==> config.mk <==
export PLATFORM = sky130hd
export DESIGN_NAME = riscv_if_parcel_queue_flat
export DESIGN_NICKNAME = d
export VERILOG_FILES = /design/src/rtl/riscv_if_pkg.sv /design/src/rtl/riscv_if_parcel_queue_if.sv /design/src/rtl/riscv_parcel_fifo.sv /design/src/rtl/riscv_if_parcel_queue.sv /design/src/flat_wrapper.sv
export SDC_FILE = /design/constraint.sdc
export NUM_CORES = 1
export LEC_CHECK = 0
export ABC_AREA = 1
export BUFFER_PORTS_ARGS = -buffer_cell sky130_fd_sc_hd__buf_2
export CAP_MARGIN = 0
export CORE_UTILIZATION = 47
export DETAILED_ROUTE_END_ITERATION = 8
export GPL_TIMING_DRIVEN = 0
export PLACE_DENSITY = 0.66
export SETUP_SLACK_MARGIN = 0.3
export SYNTH_ARGS = -nofsm -noshare
export SYNTH_HDL_FRONTEND = slang
export SYNTH_SLANG_ARGS = --single-unit
==> constraint.sdc <==
create_clock -name clk -period 4.24 [get_ports clk]
set_clock_uncertainty 0.15 [all_clocks]
set_input_delay 0.848 -clock clk [delete_from_list [all_inputs] [get_ports clk]]
set_output_delay 0.848 -clock clk [all_outputs]
set_load 0.02 [all_outputs]
==> src/rtl/riscv_if_pkg.sv <==
// Shared instruction-fetch types: the parcel entry carried from the memory
// response path to the IF stage. The BIU-side fetch logic reuses it as well.
package riscv_if_pkg;

  localparam int unsigned IF_XLEN        = 32;
  localparam int unsigned IF_PARCEL_SIZE = 32;

  typedef struct packed {
    logic [IF_PARCEL_SIZE-1:0] parcel;
    logic [IF_XLEN-1:0]        pc;
    logic                      misaligned;
    logic                      page_fault;
  } if_parcel_entry_t;

  // Occupancy counters need one extra bit so that "full" (== depth) is representable.
  function automatic int unsigned cnt_width(input int unsigned depth);
    return $clog2(depth) + 1;
  endfunction

endpackage

==> src/rtl/riscv_if_parcel_queue_if.sv <==
// Fetch-side bundle: the core's next-PC/parcel port plus the instruction memory bus.
// Handshakes: imem_req is taken by memory in the cycle it is high; imem_ack returns
// responses in request order. A parcel is consumed when if_parcel_valid is set and
// if_stall/if_flush are low; if_stall_nxt_pc high means if_nxt_pc was not taken.
interface riscv_if_parcel_queue_if #(
  parameter int unsigned XLEN        = 32,
  parameter int unsigned PARCEL_SIZE = 32
);
  logic [XLEN-1:0]          if_nxt_pc;
  logic                     if_stall_nxt_pc;
  logic                     if_stall;
  logic                     if_flush;
  logic [PARCEL_SIZE-1:0]   if_parcel;
  logic [XLEN-1:0]          if_parcel_pc;
  logic [PARCEL_SIZE/16-1:0] if_parcel_valid;
  logic                     if_parcel_misaligned;
  logic                     if_parcel_page_fault;
  logic                     imem_req;
  logic [XLEN-1:0]          imem_adr;
  logic                     imem_ack;
  logic [PARCEL_SIZE-1:0]   imem_q;
  logic                     imem_err;
  logic                     imem_misaligned;
  logic                     imem_page_fault;

  modport master (
    input  if_nxt_pc, if_stall, if_flush,
    input  imem_ack, imem_q, imem_err, imem_misaligned, imem_page_fault,
    output if_stall_nxt_pc, if_parcel, if_parcel_pc, if_parcel_valid,
    output if_parcel_misaligned, if_parcel_page_fault,
    output imem_req, imem_adr
  );

  modport slave (
    output if_nxt_pc, if_stall, if_flush,
    output imem_ack, imem_q, imem_err, imem_misaligned, imem_page_fault,
    input  if_stall_nxt_pc, if_parcel, if_parcel_pc, if_parcel_valid,
    input  if_parcel_misaligned, if_parcel_page_fault,
    input  imem_req, imem_adr
  );
endinterface

==> src/rtl/riscv_parcel_fifo.sv <==
// Generic DEPTH x WIDTH synchronous FIFO with clear. The head is read from
// registered storage, so it is stable for the whole cycle.
module riscv_parcel_fifo #(
  parameter int unsigned DEPTH = 4,
  parameter int unsigned WIDTH = 8
) (
  input  logic                       clk,
  input  logic                       rstn,
  input  logic                       clear_i,
  input  logic                       push_i,
  input  logic [WIDTH-1:0]           push_data_i,
  input  logic                       pop_i,
  output logic [WIDTH-1:0]           head_o,
  output logic [$clog2(DEPTH):0]     count_o
);
  localparam int unsigned AW = $clog2(DEPTH);
  localparam int unsigned CW = AW + 1;

  logic [WIDTH-1:0] mem_q [DEPTH];
  logic [AW-1:0]    rd_ptr_q, wr_ptr_q;
  logic [CW-1:0]    count_q;
  logic             full, do_push, do_pop;

  assign full    = (count_q == CW'(DEPTH));
  assign do_pop  = pop_i & (count_q != '0);
  // A push into a full FIFO is fine when the head leaves in the same cycle.
  assign do_push = push_i & (~full | do_pop);

  always_ff @(posedge clk) begin
    if (!rstn) begin
      rd_ptr_q <= '0;
      wr_ptr_q <= '0;
      count_q  <= '0;
    end else if (clear_i) begin
      rd_ptr_q <= '0;
      wr_ptr_q <= '0;
      count_q  <= '0;
    end else begin
      if (do_push) wr_ptr_q <= wr_ptr_q + 1'b1;
      if (do_pop)  rd_ptr_q <= rd_ptr_q + 1'b1;
      count_q <= count_q + CW'(do_push) - CW'(do_pop);
    end
  end

  always_ff @(posedge clk) begin
    if (do_push && !clear_i) mem_q[wr_ptr_q] <= push_data_i;
  end

  assign head_o  = mem_q[rd_ptr_q];
  assign count_o = count_q;

endmodule

==> src/rtl/riscv_if_parcel_queue.sv <==
// Instruction-fetch parcel queue: issues in-order fetches for the core's next PC,
// buffers responses and presents the head parcel to the IF stage.
module riscv_if_parcel_queue
  import riscv_if_pkg::*;
#(
  parameter int unsigned XLEN        = IF_XLEN,
  parameter int unsigned PARCEL_SIZE = IF_PARCEL_SIZE,
  parameter int unsigned DEPTH       = 4
) (
  input logic                    clk,
  input logic                    rstn,
  riscv_if_parcel_queue_if.master bus
);
  localparam int unsigned CW = cnt_width(DEPTH);
  localparam int unsigned PV = PARCEL_SIZE / 16;

  logic [CW-1:0]    count, pc_count;
  logic [CW-1:0]    pending_q, pending_d;
  logic [CW-1:0]    discard_q, discard_d;
  logic [CW:0]      inflight;
  logic             issue_ok, drop_ack, push, pop, head_valid;
  logic [XLEN-1:0]  pc_head;
  if_parcel_entry_t push_entry, head_entry;

  // Queued parcels plus outstanding requests must never exceed the FIFO, so every ack has a slot.
  assign inflight   = {1'b0, count} + {1'b0, pending_q};
  assign issue_ok   = rstn & ~bus.if_flush & (inflight < (CW+1)'(DEPTH));
  assign drop_ack   = bus.imem_ack & (bus.if_flush | (discard_q != '0));
  assign push       = bus.imem_ack & ~drop_ack;
  assign head_valid = rstn & (count != '0);
  assign pop        = head_valid & ~bus.if_stall & ~bus.if_flush;

  always_comb begin
    pending_d = pending_q + CW'(issue_ok) - CW'(bus.imem_ack);
    discard_d = discard_q;
    if (bus.if_flush) begin
      discard_d = pending_q - CW'(bus.imem_ack & ~issue_ok);
    end else if (bus.imem_ack && (discard_q != '0)) begin
      discard_d = discard_q - 1'b1;
    end
  end

  always_ff @(posedge clk) begin
    if (!rstn) begin
      pending_q <= '0;
      discard_q <= '0;
    end else begin
      pending_q <= pending_d;
      discard_q <= discard_d;
    end
  end

  always_ff @(posedge clk) begin
    if (rstn) assert (pc_count == pending_q);
  end

  // Request PCs stay queued across a flush: their (discarded) acks still pop them.
  riscv_parcel_fifo #(.DEPTH(DEPTH), .WIDTH(XLEN)) u_pc_fifo (
    .clk         (clk),
    .rstn        (rstn),
    .clear_i     (1'b0),
    .push_i      (issue_ok),
    .push_data_i (bus.if_nxt_pc),
    .pop_i       (bus.imem_ack),
    .head_o      (pc_head),
    .count_o     (pc_count)
  );

  always_comb begin
    push_entry.parcel     = bus.imem_q;
    push_entry.pc         = pc_head;
    push_entry.misaligned = bus.imem_misaligned;
    push_entry.page_fault = bus.imem_page_fault | bus.imem_err;
  end

  riscv_parcel_fifo #(.DEPTH(DEPTH), .WIDTH($bits(if_parcel_entry_t))) u_parcel_fifo (
    .clk         (clk),
    .rstn        (rstn),
    .clear_i     (bus.if_flush),
    .push_i      (push),
    .push_data_i (push_entry),
    .pop_i       (pop),
    .head_o      (head_entry),
    .count_o     (count)
  );

  assign bus.imem_req             = issue_ok;
  assign bus.imem_adr             = bus.if_nxt_pc;
  assign bus.if_stall_nxt_pc      = ~issue_ok;
  assign bus.if_parcel            = head_entry.parcel;
  assign bus.if_parcel_pc         = head_entry.pc;
  assign bus.if_parcel_misaligned = head_entry.misaligned;
  assign bus.if_parcel_page_fault = head_entry.page_fault;
  assign bus.if_parcel_valid      = {PV{head_valid}};

endmodule

==> src/flat_wrapper.sv <==
// flat-port wrapper written by rule: the top's interface ports become plain ports
module riscv_if_parcel_queue_flat import riscv_if_pkg::*;
#(
  parameter int unsigned XLEN        = IF_XLEN,
  parameter int unsigned PARCEL_SIZE = IF_PARCEL_SIZE,
  parameter int unsigned DEPTH       = 4
)
  (clk, rstn, bus_if_nxt_pc, bus_if_stall, bus_if_flush, bus_imem_ack, bus_imem_q, bus_imem_err, bus_imem_misaligned, bus_imem_page_fault, bus_if_stall_nxt_pc, bus_if_parcel, bus_if_parcel_pc, bus_if_parcel_valid, bus_if_parcel_misaligned, bus_if_parcel_page_fault, bus_imem_req, bus_imem_adr);
  riscv_if_parcel_queue_if #(.XLEN(XLEN), .PARCEL_SIZE(PARCEL_SIZE)) bus_i ();
  input logic clk;
  input logic rstn;
  input wire logic [$bits(bus_i.if_nxt_pc)-1:0] bus_if_nxt_pc;
  input wire logic [$bits(bus_i.if_stall)-1:0] bus_if_stall;
  input wire logic [$bits(bus_i.if_flush)-1:0] bus_if_flush;
  input wire logic [$bits(bus_i.imem_ack)-1:0] bus_imem_ack;
  input wire logic [$bits(bus_i.imem_q)-1:0] bus_imem_q;
  input wire logic [$bits(bus_i.imem_err)-1:0] bus_imem_err;
  input wire logic [$bits(bus_i.imem_misaligned)-1:0] bus_imem_misaligned;
  input wire logic [$bits(bus_i.imem_page_fault)-1:0] bus_imem_page_fault;
  output wire logic [$bits(bus_i.if_stall_nxt_pc)-1:0] bus_if_stall_nxt_pc;
  output wire logic [$bits(bus_i.if_parcel)-1:0] bus_if_parcel;
  output wire logic [$bits(bus_i.if_parcel_pc)-1:0] bus_if_parcel_pc;
  output wire logic [$bits(bus_i.if_parcel_valid)-1:0] bus_if_parcel_valid;
  output wire logic [$bits(bus_i.if_parcel_misaligned)-1:0] bus_if_parcel_misaligned;
  output wire logic [$bits(bus_i.if_parcel_page_fault)-1:0] bus_if_parcel_page_fault;
  output wire logic [$bits(bus_i.imem_req)-1:0] bus_imem_req;
  output wire logic [$bits(bus_i.imem_adr)-1:0] bus_imem_adr;
  assign bus_i.if_nxt_pc = bus_if_nxt_pc;
  assign bus_i.if_stall = bus_if_stall;
  assign bus_i.if_flush = bus_if_flush;
  assign bus_i.imem_ack = bus_imem_ack;
  assign bus_i.imem_q = bus_imem_q;
  assign bus_i.imem_err = bus_imem_err;
  assign bus_i.imem_misaligned = bus_imem_misaligned;
  assign bus_i.imem_page_fault = bus_imem_page_fault;
  assign bus_if_stall_nxt_pc = bus_i.if_stall_nxt_pc;
  assign bus_if_parcel = bus_i.if_parcel;
  assign bus_if_parcel_pc = bus_i.if_parcel_pc;
  assign bus_if_parcel_valid = bus_i.if_parcel_valid;
  assign bus_if_parcel_misaligned = bus_i.if_parcel_misaligned;
  assign bus_if_parcel_page_fault = bus_i.if_parcel_page_fault;
  assign bus_imem_req = bus_i.imem_req;
  assign bus_imem_adr = bus_i.imem_adr;
  riscv_if_parcel_queue #(.XLEN(XLEN), .PARCEL_SIZE(PARCEL_SIZE), .DEPTH(DEPTH)) u_core (.clk(clk), .rstn(rstn), .bus(bus_i));
endmodule
==> results.py, run 1 <==
metrics = {
    "timing": {
        "fmax_mhz": 286,
        "hold-worst-slack_ns": 0.325,
        "worst_slew_pin_slew_ns": 0.684,
        "timing_max_transition_violations_final": 0,
        "worst_slew_margin_rel_pct": 54.3,
        "fin_crit_sh_pct": 82.4,
        "setup_repair_after_global_routing_missed_its_margin": "no",
        "fin_tns_setup_ns": 0,
        "final-setup-viol-count": 0,
        "report.final.hold_viol_count": 0,
        "final.min_clock_period_ns": 3.50,
    },
    "route": {
        "viasPerCell": 5.25,
        "initialDrtViolationCount": 658,
        "drt-pass1-iter-count": 5,
        "wire_per_inst_um": 18.9,
        "drt_drc_violations_left": 0,
        "vias": 9942,
        "drt.antenna.violating_nets": 0,
        "postRouteWirelength_mm": 35.9,
    },
    "floorplanning": {
        "die_width_um": 191,
        "die_h_um": 191,
        "num_io_pins": 174,
        "die_area_um2": 36500,
        "num_rows": 68,
        "initial_utilization_pct": 48.2,
        "area_of_the_placeable_core_um2": 34800,
    },
    "power_and_ir_drop": {
        "worst_case_vdd_ir_drop_mv": 0.361,
        "total_leakage_power_nw": 7.08,
        "design_power_total_mw": 9.90,
        "power_density_nw_per_um2": 495,
    },
    "critical_path": {
        "path_cells": "buf_6 > clkbuf_1 > nor2_1 > o22ai_2 > buf_2",
        "cp_data_required_time_ns": 3.24,
        "crit_path_max_fanout": 10,
        "crit_type": "register to primary output",
        "maximum_single_stage_delay_on_the_critical_path_ns": 0.67,
        "critical_path.endpoint_type": "primary output",
        "timing.critical_path.arrival_ns": 2.50,
        "start_kind": "register",
        "critical_path.slowest_cell": "sky130_fd_sc_hd__dfxtp_1",
    },
    "placed_design": {
        "placed_cells": 1814,
        "detailedPlacementHpwl_mm": 23.3,
        "gp_congestion": 0.731,
        "port_buffers": 173,
    },
    "clock_network": {
        "clock_sink_count": 416,
        "cts_htree_levels": 2,
        "cts.root.buffer_cell": "sky130_fd_sc_hd__clkbuf_16",
        "cts_tree": "built",
        "post_cts_buffers": 0,
        "post_cts_resized": 0,
        "numCtsBuffers": 43,
        "cts_buffer_depth": 3,
        "cts.clk_slew.worst_paths_ns": 0.06,
        "worst_skew_pair.late_latency_ns": 0.54,
        "cts_hold_buffers": 0,
    },
    "worst_hold_path": {
        "hold_path.class": "register to register",
    },
    "cells_and_area": {
        "drive_above_1_share_pct": 29.9,
        "non_filler_cells_final": 1895,
        "utilization_pct": 57.5,
        "nets": 1500,
        "area_growth_pct": 19.3,
    },
    "yosys": {
        "synth.cell_area_um2": 16800,
        "synthesis.nets": 1269,
        "synth.lib_cells_used.distinct": 31,
        "post_synth_inst_count": 1173,
        "postSynthRegisterBits": 416,
        "synth_seq_area_share_pct": 73.0,
        "syn-mean-instance-area_um2": 14.3,
        "yosysWarningCount": 0,
    },
    "grt": {
        "first_pass_grt_wire_length_mm": 54.6,
        "grt_pass1_vias": 9760,
        "grt_start_max_net_pins": 29,
        "initial_antenna_violation_count": 0,
        "overall_global_routing_usage_pct": 19.7,
        "total_global_routing_overflow": 0,
    },
    "run_status": {
        "outcome": "complete, no violations",
    },
    "job": {
        "number_of_maximum_capacitance_violations": 0,
    },
}
-- sequential cells by signal, indices dropped and copies added, names as in the netlist, named ones only --
register and flops:
u_core.u_pc_fifo.rd_ptr_q 2, u_core.u_parcel_fifo.wr_ptr_q 2, u_core.u_pc_fifo.wr_ptr_q 2, u_core.u_parcel_fifo.count_o 3
u_core.pending_q 3, u_core.u_pc_fifo.count_o 3, u_core.u_parcel_fifo.rd_ptr_q 2, u_core.u_pc_fifo.mem_q 128
u_core.u_parcel_fifo.mem_q 264, u_core.discard_q 3
-- stage by stage --
stage | instance area, um^2 | setup slack (ns)
after floorplan | 16800 | -0.400
after global placement | 18200 | -3.00
after detailed placement | 18600 | 1.06
after CTS | 20000 | 0.699
after global routing | 20000 | 0.652
final | 20000 | 0.744
-- path summary, 6_finish.rpt --
path | end | startpoint | cells after the start | slack [ns]
worst max-delay path | bus_if_parcel_pc[17] | register | 5 | 0.74
worst min-delay path | u_core.discard_q[1] | u_core.discard_q[1] | 2 | 0.32
worst max register to register | u_core.u_pc_fifo.count_o[2] | u_core.u_parcel_fifo.count_o[1] | 13 | 1.56
worst min register to register | u_core.discard_q[1] | u_core.discard_q[1] | 2 | 0.32
-- critical path: cells and delay by family, from the launching register on --
kind,cells,cell delay [ns]
flops,1,0.67
compound gates,1,0.23
simple gates,1,0.14
buf+inv,3,0.91
-- synth_stat cells (all sizes together) --
library cell	instances	area (um^2)
ha	21	263
inv	47	181
nor2	231	1200
clkbuf	30	113
xor2	4	35.0
a31oi	1	6.26
or2	2	12.5
a21oi	11	55.1
xnor2	2	17.5
o22ai	98	863
o21ai	203	1030
nand3b	1	7.51
fa	3	60.1
edfxtp	392	11800
dfxtp	24	480
nand2	32	125
buf	66	531
nand3	5	25.0
-- where the power goes --
part,total (mW),switching (mW),internal [mW]
registers,4.91,0.0694,4.84
logic,1.25,0.863,0.384
clock network,3.74,1.51,2.23
-- per-layer routing --
| metal | global-route usage [%] | wire [um] |
|---|---|---|
| met1 | 26.3 | 15200 |
| met2 | 33.5 | 17900 |
| met3 | 3.01 | 1960 |
| met4 | 5.66 | 799 |
| met5 | 0 | 0 |
-- kinds of logic after synthesis --
group / share of synthesized area, %
AO/OA/AOI/OAI: 11.7
adder cells (fa/ha/maj): 1.92
buffers and inverters: 4.91
flip-flops: 73.0
AND/OR/NAND/NOR: 8.17
XOR/XNOR: 0.313
-- cell type report --
| cell class | instances | area, um^2 |
|---|---|---|
| fillers | 2804 | 14800 |
| flip-flops and latches | 416 | 12300 |
| multi-input cells | 614 | 3760 |
| clock buffers | 58 | 1190 |
| repair buffers | 186 | 1180 |
| plain buffers | 96 | 643 |
| well taps | 455 | 569 |
| clock inverters | 22 | 233 |
| inverters | 47 | 181 |
| diodes | 1 | 2.50 |
-- layout by cell type, fill, tap and decap left out, drive strengths merged --
| master | n |
|---|---|
| fa | 3 |
| buf | 252 |
| xnor2 | 2 |
| clkinvlp | 3 |
| bufinv | 4 |
| dfxtp | 24 |
| o22ai | 98 |
| a21oi | 11 |
| xor2 | 4 |
| a31oi | 1 |
| clkinv | 14 |
| or2 | 2 |
| clkbuf | 88 |
| inv | 48 |
| nand3b | 1 |
| diode | 1 |
| nand2 | 32 |
| o21ai | 203 |
| nand3 | 5 |
| ha | 21 |
| nor2 | 231 |
| edfxtp | 392 |
No activity file was read; power rests on OpenSTA's default activity.
==> inputs of run 2 (changes only) <==
==> constraint.sdc (replaced) <==
create_clock -name clk -period 2.9 [get_ports clk]
set_clock_uncertainty 0.15 [all_clocks]
set_input_delay 0.58 -clock clk [delete_from_list [all_inputs] [get_ports clk]]
set_output_delay 0.58 -clock clk [all_outputs]
set_load 0.02 [all_outputs]
==> run 2 against run 1 <==
Hold slack got worse by 0.22 ns. Power up 49%. Sequential share of layout area down 4.7 points. Final cell count grew 1.4%. Critical path depth increased by 4. Critical path type unchanged. Critical endpoint is now bus_if_parcel[22]. Largest power group unchanged. Highest routed layer unchanged.
==> results.py, run 2 (synthesized netlist as in run 1, its figures left out) <==
metrics = {
    "run_status": {
        "outcome": "complete, no violations",
    },
    "clock_network": {
        "cts_buffer_depth": 3,
        "cts.clk_slew.worst_paths_ns": 0.06,
        "clock_sink_count": 416,
        "cts.root.buffer_cell": "sky130_fd_sc_hd__clkbuf_16",
        "cts_htree_levels": 2,
        "cts_tree": "built",
        "cts_hold_buffers": 0,
        "numCtsBuffers": 43,
        "worst_skew_pair.late_latency_ns": 0.54,
    },
    "route": {
        "routed_length_on_met3_mm": 2.10,
        "drt-pass1-iter-count": 5,
        "drt_drc_violations_left": 0,
        "route.top_layer_used": "met4",
        "initialDrtViolationCount": 660,
        "viasPerCell": 5.23,
        "drt-met1-wl_mm": 15.6,
        "drt.antenna.violating_nets": 0,
        "postRouteWirelength_mm": 37.2,
        "dr_wl_met2_mm": 18.6,
        "vias": 10100,
        "wire_per_inst_um": 19.3,
    },
    "cells_and_area": {
        "layout.cells.most_common": "sky130_fd_sc_hd__edfxtp_1",
        "non_filler_cells_final": 1922,
        "utilization_pct": 62.4,
        "largest_registers": "u_core.u_parcel_fifo.mem_q (264), u_core.u_pc_fifo.mem_q (128)",
        "largest_reg_by_ff_count": "u_core.u_parcel_fifo.mem_q",
        "max_reg_flops": 264,
        "area_growth_pct": 29.3,
        "drive_above_1_share_pct": 38.5,
        "nets": 1530,
        "design_area_um2": 21700,
        "mostFrequentLayoutCells": "sky130_fd_sc_hd__edfxtp_1 (392), sky130_fd_sc_hd__nor2_1 (143), sky130_fd_sc_hd__buf_2 (121)",
    },
    "floorplanning": {
        "die_h_um": 191,
        "num_rows": 68,
        "initial_utilization_pct": 48.2,
        "area_of_the_placeable_core_um2": 34800,
        "die_area_um2": 36500,
        "die_width_um": 191,
        "num_io_pins": 174,
    },
    "job": {
        "number_of_maximum_capacitance_violations": 0,
    },
    "grt": {
        "overall_global_routing_usage_pct": 20.0,
        "grt_pass1_vias": 9792,
        "total_global_routing_overflow": 0,
        "initial_antenna_violation_count": 1,
        "first_pass_grt_wire_length_mm": 55.1,
        "grt_start_max_net_pins": 33,
    },
    "critical_path": {
        "crit_type": "register to primary output",
        "crit_path_max_fanout": 7,
        "timing.critical_path.arrival_ns": 2.01,
        "regToRegSetupSlack_ns": 0.43,
        "cp_data_required_time_ns": 2.17,
        "critical_path.endpoint_type": "primary output",
        "start_kind": "register",
    },
    "power_and_ir_drop": {
        "total_leakage_power_nw": 7.68,
        "power_density_nw_per_um2": 682,
        "worst_case_vdd_ir_drop_mv": 0.405,
    },
    "placed_design": {
        "port_buffers": 173,
        "detailedPlacementHpwl_mm": 22.7,
        "placedInstanceArea_um2": 18500,
        "placed_cells": 1812,
        "gp_congestion": 0.740,
    },
    "timing": {
        "timing_max_transition_violations_final": 0,
        "final.min_clock_period_ns": 2.74,
        "fin_crit_sh_pct": 94.6,
        "fmax_mhz": 365,
        "setup_repair_after_global_routing_missed_its_margin": "yes",
        "report.final.hold_viol_count": 0,
        "final-setup-viol-count": 0,
        "worst_slew_margin_rel_pct": 31.0,
        "worst_slew_pin_slew_ns": 1.03,
    },
    "worst_hold_path": {
        "hold_path.class": "input port to register",
    },
}
## run 2: path summary, 6_finish.rpt
check                 startpoint                           endpoint  depth (start not counted)
max                     register                  bus_if_parcel[22]                          9
min                bus_imem_q[1]  u_core.u_parcel_fifo.mem_q[2][35]                          1
max reg2reg  u_core.pending_q[2]                u_core.pending_q[2]                         13
min reg2reg  u_core.discard_q[1]                u_core.discard_q[1]                          2
## run 2: layer usage
layer	vias up	GRT usage (%)
li1	4810	-
met1	4884	26.7
met2	300	33.7
met3	60	3.01
met4	0	6.28
met5	-	0
## run 2: what timing repair did
| item | 4_1_cts | 5_1_grt |
|---|---|---|
| resized for setup | 235 | 156 |
| pin swaps | 36 | 43 |
| endpoints found under the hold margin | 0 | 0 |
| endpoints found under the setup margin | 141 | 216 |
| gates cloned | 11 | 1 |
| buffers inserted | 14 | 6 |
## run 2: where the power goes
group / switching, mW / leakage, nW / internal, mW
clock: 2.18 / 0.709 / 3.38
sequential: 0.114 / 3.74 / 7.08
combinational: 1.31 / 3.23 / 0.723
total: 3.61 / 7.68 / 11.2
## run 2: area by class of cell
| cell class | count | area, um^2 |
|---|---|---|
| antenna | 1 | 2.50 |
| timing repair buffer | 214 | 1990 |
| clock inverter | 22 | 245 |
| fill | 2546 | 13100 |
| buffer | 96 | 840 |
| multi-input combinational | 616 | 4380 |
| inverter | 47 | 189 |
| tap | 455 | 569 |
| sequential | 416 | 12300 |
| clock buffer | 55 | 1200 |
## run 2: per-stage QoR
stage,TNS [ns],hold slack [ns],power (mW),worst slack [ns]
after CTS,0,0.0862,14.8,0.131
after global placement,-560.58,0.299,9.02,-2.09
after floorplan,-101.74,0.289,8.42,-0.385
final,0,0.107,14.8,0.157
after detailed placement,0,0.311,9.12,0.0214
after global routing,0,0.0921,15.3,0.0872
## run 2: critical path, cell delays in order (launching register included)
cell and delay, ns:
sky130_fd_sc_hd__dfxtp_4 0.41, sky130_fd_sc_hd__buf_12 0.15, sky130_fd_sc_hd__inv_12 0.04, sky130_fd_sc_hd__buf_6 0.11, sky130_fd_sc_hd__buf_16 0.15, sky130_fd_sc_hd__buf_12 0.13
sky130_fd_sc_hd__buf_16 0.13, sky130_fd_sc_hd__o21ai_2 0.12, sky130_fd_sc_hd__o22ai_1 0.08, sky130_fd_sc_hd__buf_4 0.16
==> inputs of run 3 (changes only) <==
--- a/config.mk
+++ b/config.mk
@@ -11,8 +11,9 @@
 export CORE_UTILIZATION = 47
 export DETAILED_ROUTE_END_ITERATION = 8
 export GPL_TIMING_DRIVEN = 0
-export PLACE_DENSITY = 0.66
+export PLACE_DENSITY = 0.65
 export SETUP_SLACK_MARGIN = 0.3
 export SYNTH_ARGS = -nofsm -noshare
 export SYNTH_HDL_FRONTEND = slang
+export SYNTH_HIERARCHICAL = 1
 export SYNTH_SLANG_ARGS = --single-unit
==> constraint.sdc (replaced) <==
create_clock -name clk -period 2.9 [get_ports clk]
set_clock_uncertainty 0.15 [all_clocks]
set_input_delay 0.87 -clock clk [delete_from_list [all_inputs] [get_ports clk]]
set_output_delay 0.87 -clock clk [all_outputs]
set_load 0.02 [all_outputs]
==> run 3 against run 2 <==
The flow now finishes with violations (setup timing). Combinational power down 57%. Core utilization increased by 1.3 points. Cell area is 4.1% higher. Hold slack better by 0.24 ns. Clock power fell by 6.8%. Synthesized cell count rose by 1.6%. Via count grew 2.8%. Critical path type unchanged. Critical endpoint is now bus_if_parcel_pc[9]. Highest routed layer unchanged.
==> results.py, run 3 <==
metrics = {
    "route": {
        "drt_drc_violations_left": 0,
        "viasPerCell": 5.23,
        "postRouteWirelength_mm": 37.9,
        "initialDrtViolationCount": 560,
        "wire_per_inst_um": 19.2,
        "drt.antenna.violating_nets": 0,
        "vias": 10300,
        "drt-pass1-iter-count": 5,
    },
    "clock_network": {
        "cts_hold_buffers": 0,
        "numCtsBuffers": 43,
        "cts_tree": "built",
        "worst_skew_pair.late_latency_ns": 0.54,
        "cts.clk_slew.worst_paths_ns": 0.06,
        "cts_buffer_depth": 3,
        "cts.root.buffer_cell": "sky130_fd_sc_hd__clkbuf_16",
        "cts_htree_levels": 2,
        "clock_sink_count": 416,
    },
    "grt": {
        "grtUsageMet1_pct": 27.4,
        "groute.layer.met3.usage_pct": 2.80,
        "initial_antenna_violation_count": 0,
        "grt_util_met2_pct": 35.0,
        "grt_pass1_vias": 10000,
        "gr-max-usage-layer": "met2",
        "grt_start_max_net_pins": 18,
        "first_pass_grt_wire_length_mm": 56.6,
        "total_global_routing_overflow": 0,
        "overall_global_routing_usage_pct": 20.5,
    },
    "cells_and_area": {
        "mostFrequentLayoutCells": "sky130_fd_sc_hd__edfxtp_1 (392), sky130_fd_sc_hd__nor2_1 (136), sky130_fd_sc_hd__buf_2 (109)",
        "non_filler_cells_final": 1975,
        "layout.cells.most_common": "sky130_fd_sc_hd__edfxtp_1",
        "utilization_pct": 63.7,
        "nets": 1575,
        "largest_registers": "u_core/u_parcel_fifo/mem_q (264), u_core/u_pc_fifo/mem_q (128)",
        "drive_above_1_share_pct": 41.0,
        "area_growth_pct": 33.6,
        "design_area_um2": 22600,
        "largest_reg_by_ff_count": "u_core/u_parcel_fifo/mem_q",
        "max_reg_flops": 264,
    },
    "timing": {
        "fin_crit_sh_pct": 102,
        "worst_slew_pin_slew_ns": 0.684,
        "worst_slew_margin_rel_pct": 54.4,
        "final-setup-viol-count": 12,
        "final.min_clock_period_ns": 2.95,
        "fmax_mhz": 339,
        "setup_repair_after_global_routing_missed_its_margin": "yes",
        "timing_max_transition_violations_final": 0,
        "report.final.hold_viol_count": 0,
        "postLayoutSetupSlackWorst_ns": -0.0531,
    },
    "power_and_ir_drop": {
        "power_density_nw_per_um2": 567,
        "total_leakage_power_nw": 8.06,
        "worst_case_vdd_ir_drop_mv": 0.478,
        "design_power_total_mw": 12.8,
    },
    "yosys": {
        "synth_flop_cell": "sky130_fd_sc_hd__edfxtp_1",
        "synth.lib_cells_used.distinct": 32,
        "yosys-top-cells-count": "sky130_fd_sc_hd__edfxtp_1 (392), sky130_fd_sc_hd__nor2_1 (178), sky130_fd_sc_hd__o21ai_0 (156)",
        "syn-mean-instance-area_um2": 14.2,
        "yosysTopAreaCell": "sky130_fd_sc_hd__edfxtp_1",
        "yosysTopAreaCellShare_pct": 69.6,
        "synth_seq_area_share_pct": 72.5,
        "count_of_flip_flops_with_a_built_in_enable_after_synthesis": 392,
        "synth.cell_area_um2": 16900,
        "postSynthRegisterBits": 416,
        "yosysWarningCount": 6,
        "yosys-top-cells-area": "sky130_fd_sc_hd__edfxtp_1 (70%), sky130_fd_sc_hd__o21ai_0 (4.6%), sky130_fd_sc_hd__nor2_1 (4.0%), sky130_fd_sc_hd__o22ai_2 (3.0%), sky130_fd_sc_hd__dfxtp_1 (2.8%)",
        "post_synth_inst_count": 1192,
        "synth_most_common_cell": "sky130_fd_sc_hd__edfxtp_1",
        "postSynth.asyncResetShare_pct": 0,
    },
    "worst_hold_path": {
        "hold_path.class": "register to register",
    },
    "floorplanning": {
        "area_of_the_placeable_core_um2": 35500,
        "die_area_um2": 36700,
        "num_io_pins": 174,
        "num_rows": 69,
        "initial_utilization_pct": 47.7,
        "die_h_um": 192,
        "die_width_um": 192,
    },
    "run_status": {
        "violations": "setup timing",
        "outcome": "finished with violations",
    },
    "job": {
        "number_of_maximum_capacitance_violations": 0,
    },
    "critical_path": {
        "cp_data_required_time_ns": 1.88,
        "start_kind": "register",
        "critical_path.slowest_cell": "sky130_fd_sc_hd__dfxtp_4",
        "timing.critical_path.arrival_ns": 1.93,
        "crit_path_max_fanout": 7,
        "critical_path.endpoint_type": "primary output",
        "path_cells": "buf_12 > inv_16 > buf_16 > buf_12 > buf_16 > nor2_4 > o22ai_4 > buf_6",
        "crit_type": "register to primary output",
        "maximum_single_stage_delay_on_the_critical_path_ns": 0.37,
        "critPathTopFamily": "buffers and inverters",
        "timing.critical_path.buf_inv": 6,
    },
    "placed_design": {
        "placed_cells": 1854,
        "detailedPlacementHpwl_mm": 23.9,
        "gp_congestion": 0.742,
        "place_worst_setup_slack_ns": -0.694,
        "port_buffers": 173,
        "placedInstanceArea_um2": 19100,
    },
}
==> run 3: stage by stage <==
step                      hold slack, ns  TNS, ns
final                              0.351   -0.216
after detailed placement           0.347  -131.69
after CTS                          0.355    -1.07
after floorplan                    0.316  -199.47
after global routing               0.380    -1.86
after global placement             0.333  -757.87
==> run 3: metal layers <==
metal,vias to the layer above,wire [um],part of all wire (%)
li1,4946,-,-
met1,5036,16000,42
met2,292,19200,51
met3,62,1840,4.9
met4,0,835,2.2
met5,-,0,0
==> run 3: power breakdown <==
| group | internal, mW | total (mW) | switching (mW) |
|---|---|---|---|
| Sequential | 6.69 | 6.75 | 0.0543 |
| Clock | 3.04 | 5.18 | 2.14 |
| Combinational | 0.362 | 0.873 | 0.511 |
| Total | 10.1 | 12.8 | 2.70 |
==> run 3: repair_timing <==
action	4_1_cts	5_1_grt
resized for setup	380	108
pin swaps	58	21
buffers inserted	24	6
endpoints found under the hold margin	0	0
cloned	14	0
setup endpoints to repair	320	86
==> run 3: tightest hold or removal path, stage by stage (launching register included) <==
cell	delay (ns)
sky130_fd_sc_hd__dfxtp_1	0.32
sky130_fd_sc_hd__nand2_1	0.06
sky130_fd_sc_hd__a21oi_1	0.07
==> run 3: logic make-up (layout without fill, tap and decap cells) <==
| logic type | after synthesis | in the layout | share of synthesized area [%] |
|---|---|---|---|
| xor gates and xnor gates | 3 | 3 | 0.155 |
| AOI/OAI and AO/OA | 307 | 307 | 11.4 |
| and+or+nand+nor | 302 | 302 | 9.01 |
| adders and majority gates | 21 | 21 | 1.69 |
| DFF | 416 | 416 | 72.5 |
| other | 1 | 6 | 0.0222 |
| buffers and inverters | 142 | 459 | 5.28 |
==> run 3: cell type report <==
class,count,area (um^2)
diodes,1,2.50
clock buffers,55,1140
inverters,47,224
flip-flops and latches,416,12300
fillers,2581,12900
plain buffers,95,1010
multi-input cells,638,4620
well taps,461,577
clock inverters,21,181
repair buffers,241,2570
==> run 3: worst paths after layout <==
| path | endpoint | startpoint | slack [ns] | depth (start not counted) |
|---|---|---|---|---|
| hold reg to reg | register | u_core/u_pc_fifo/rd_ptr_q[1] | 0.35 | 2 |
| setup / recovery | bus_if_parcel_pc[9] | register | -0.05 | 8 |
| hold / removal | register | u_core/u_pc_fifo/rd_ptr_q[1] | 0.35 | 2 |
| setup reg to reg | u_core/u_pc_fifo/mem_q[0][11] | u_core/u_parcel_fifo/count_o[2] | 0.43 | 8 |
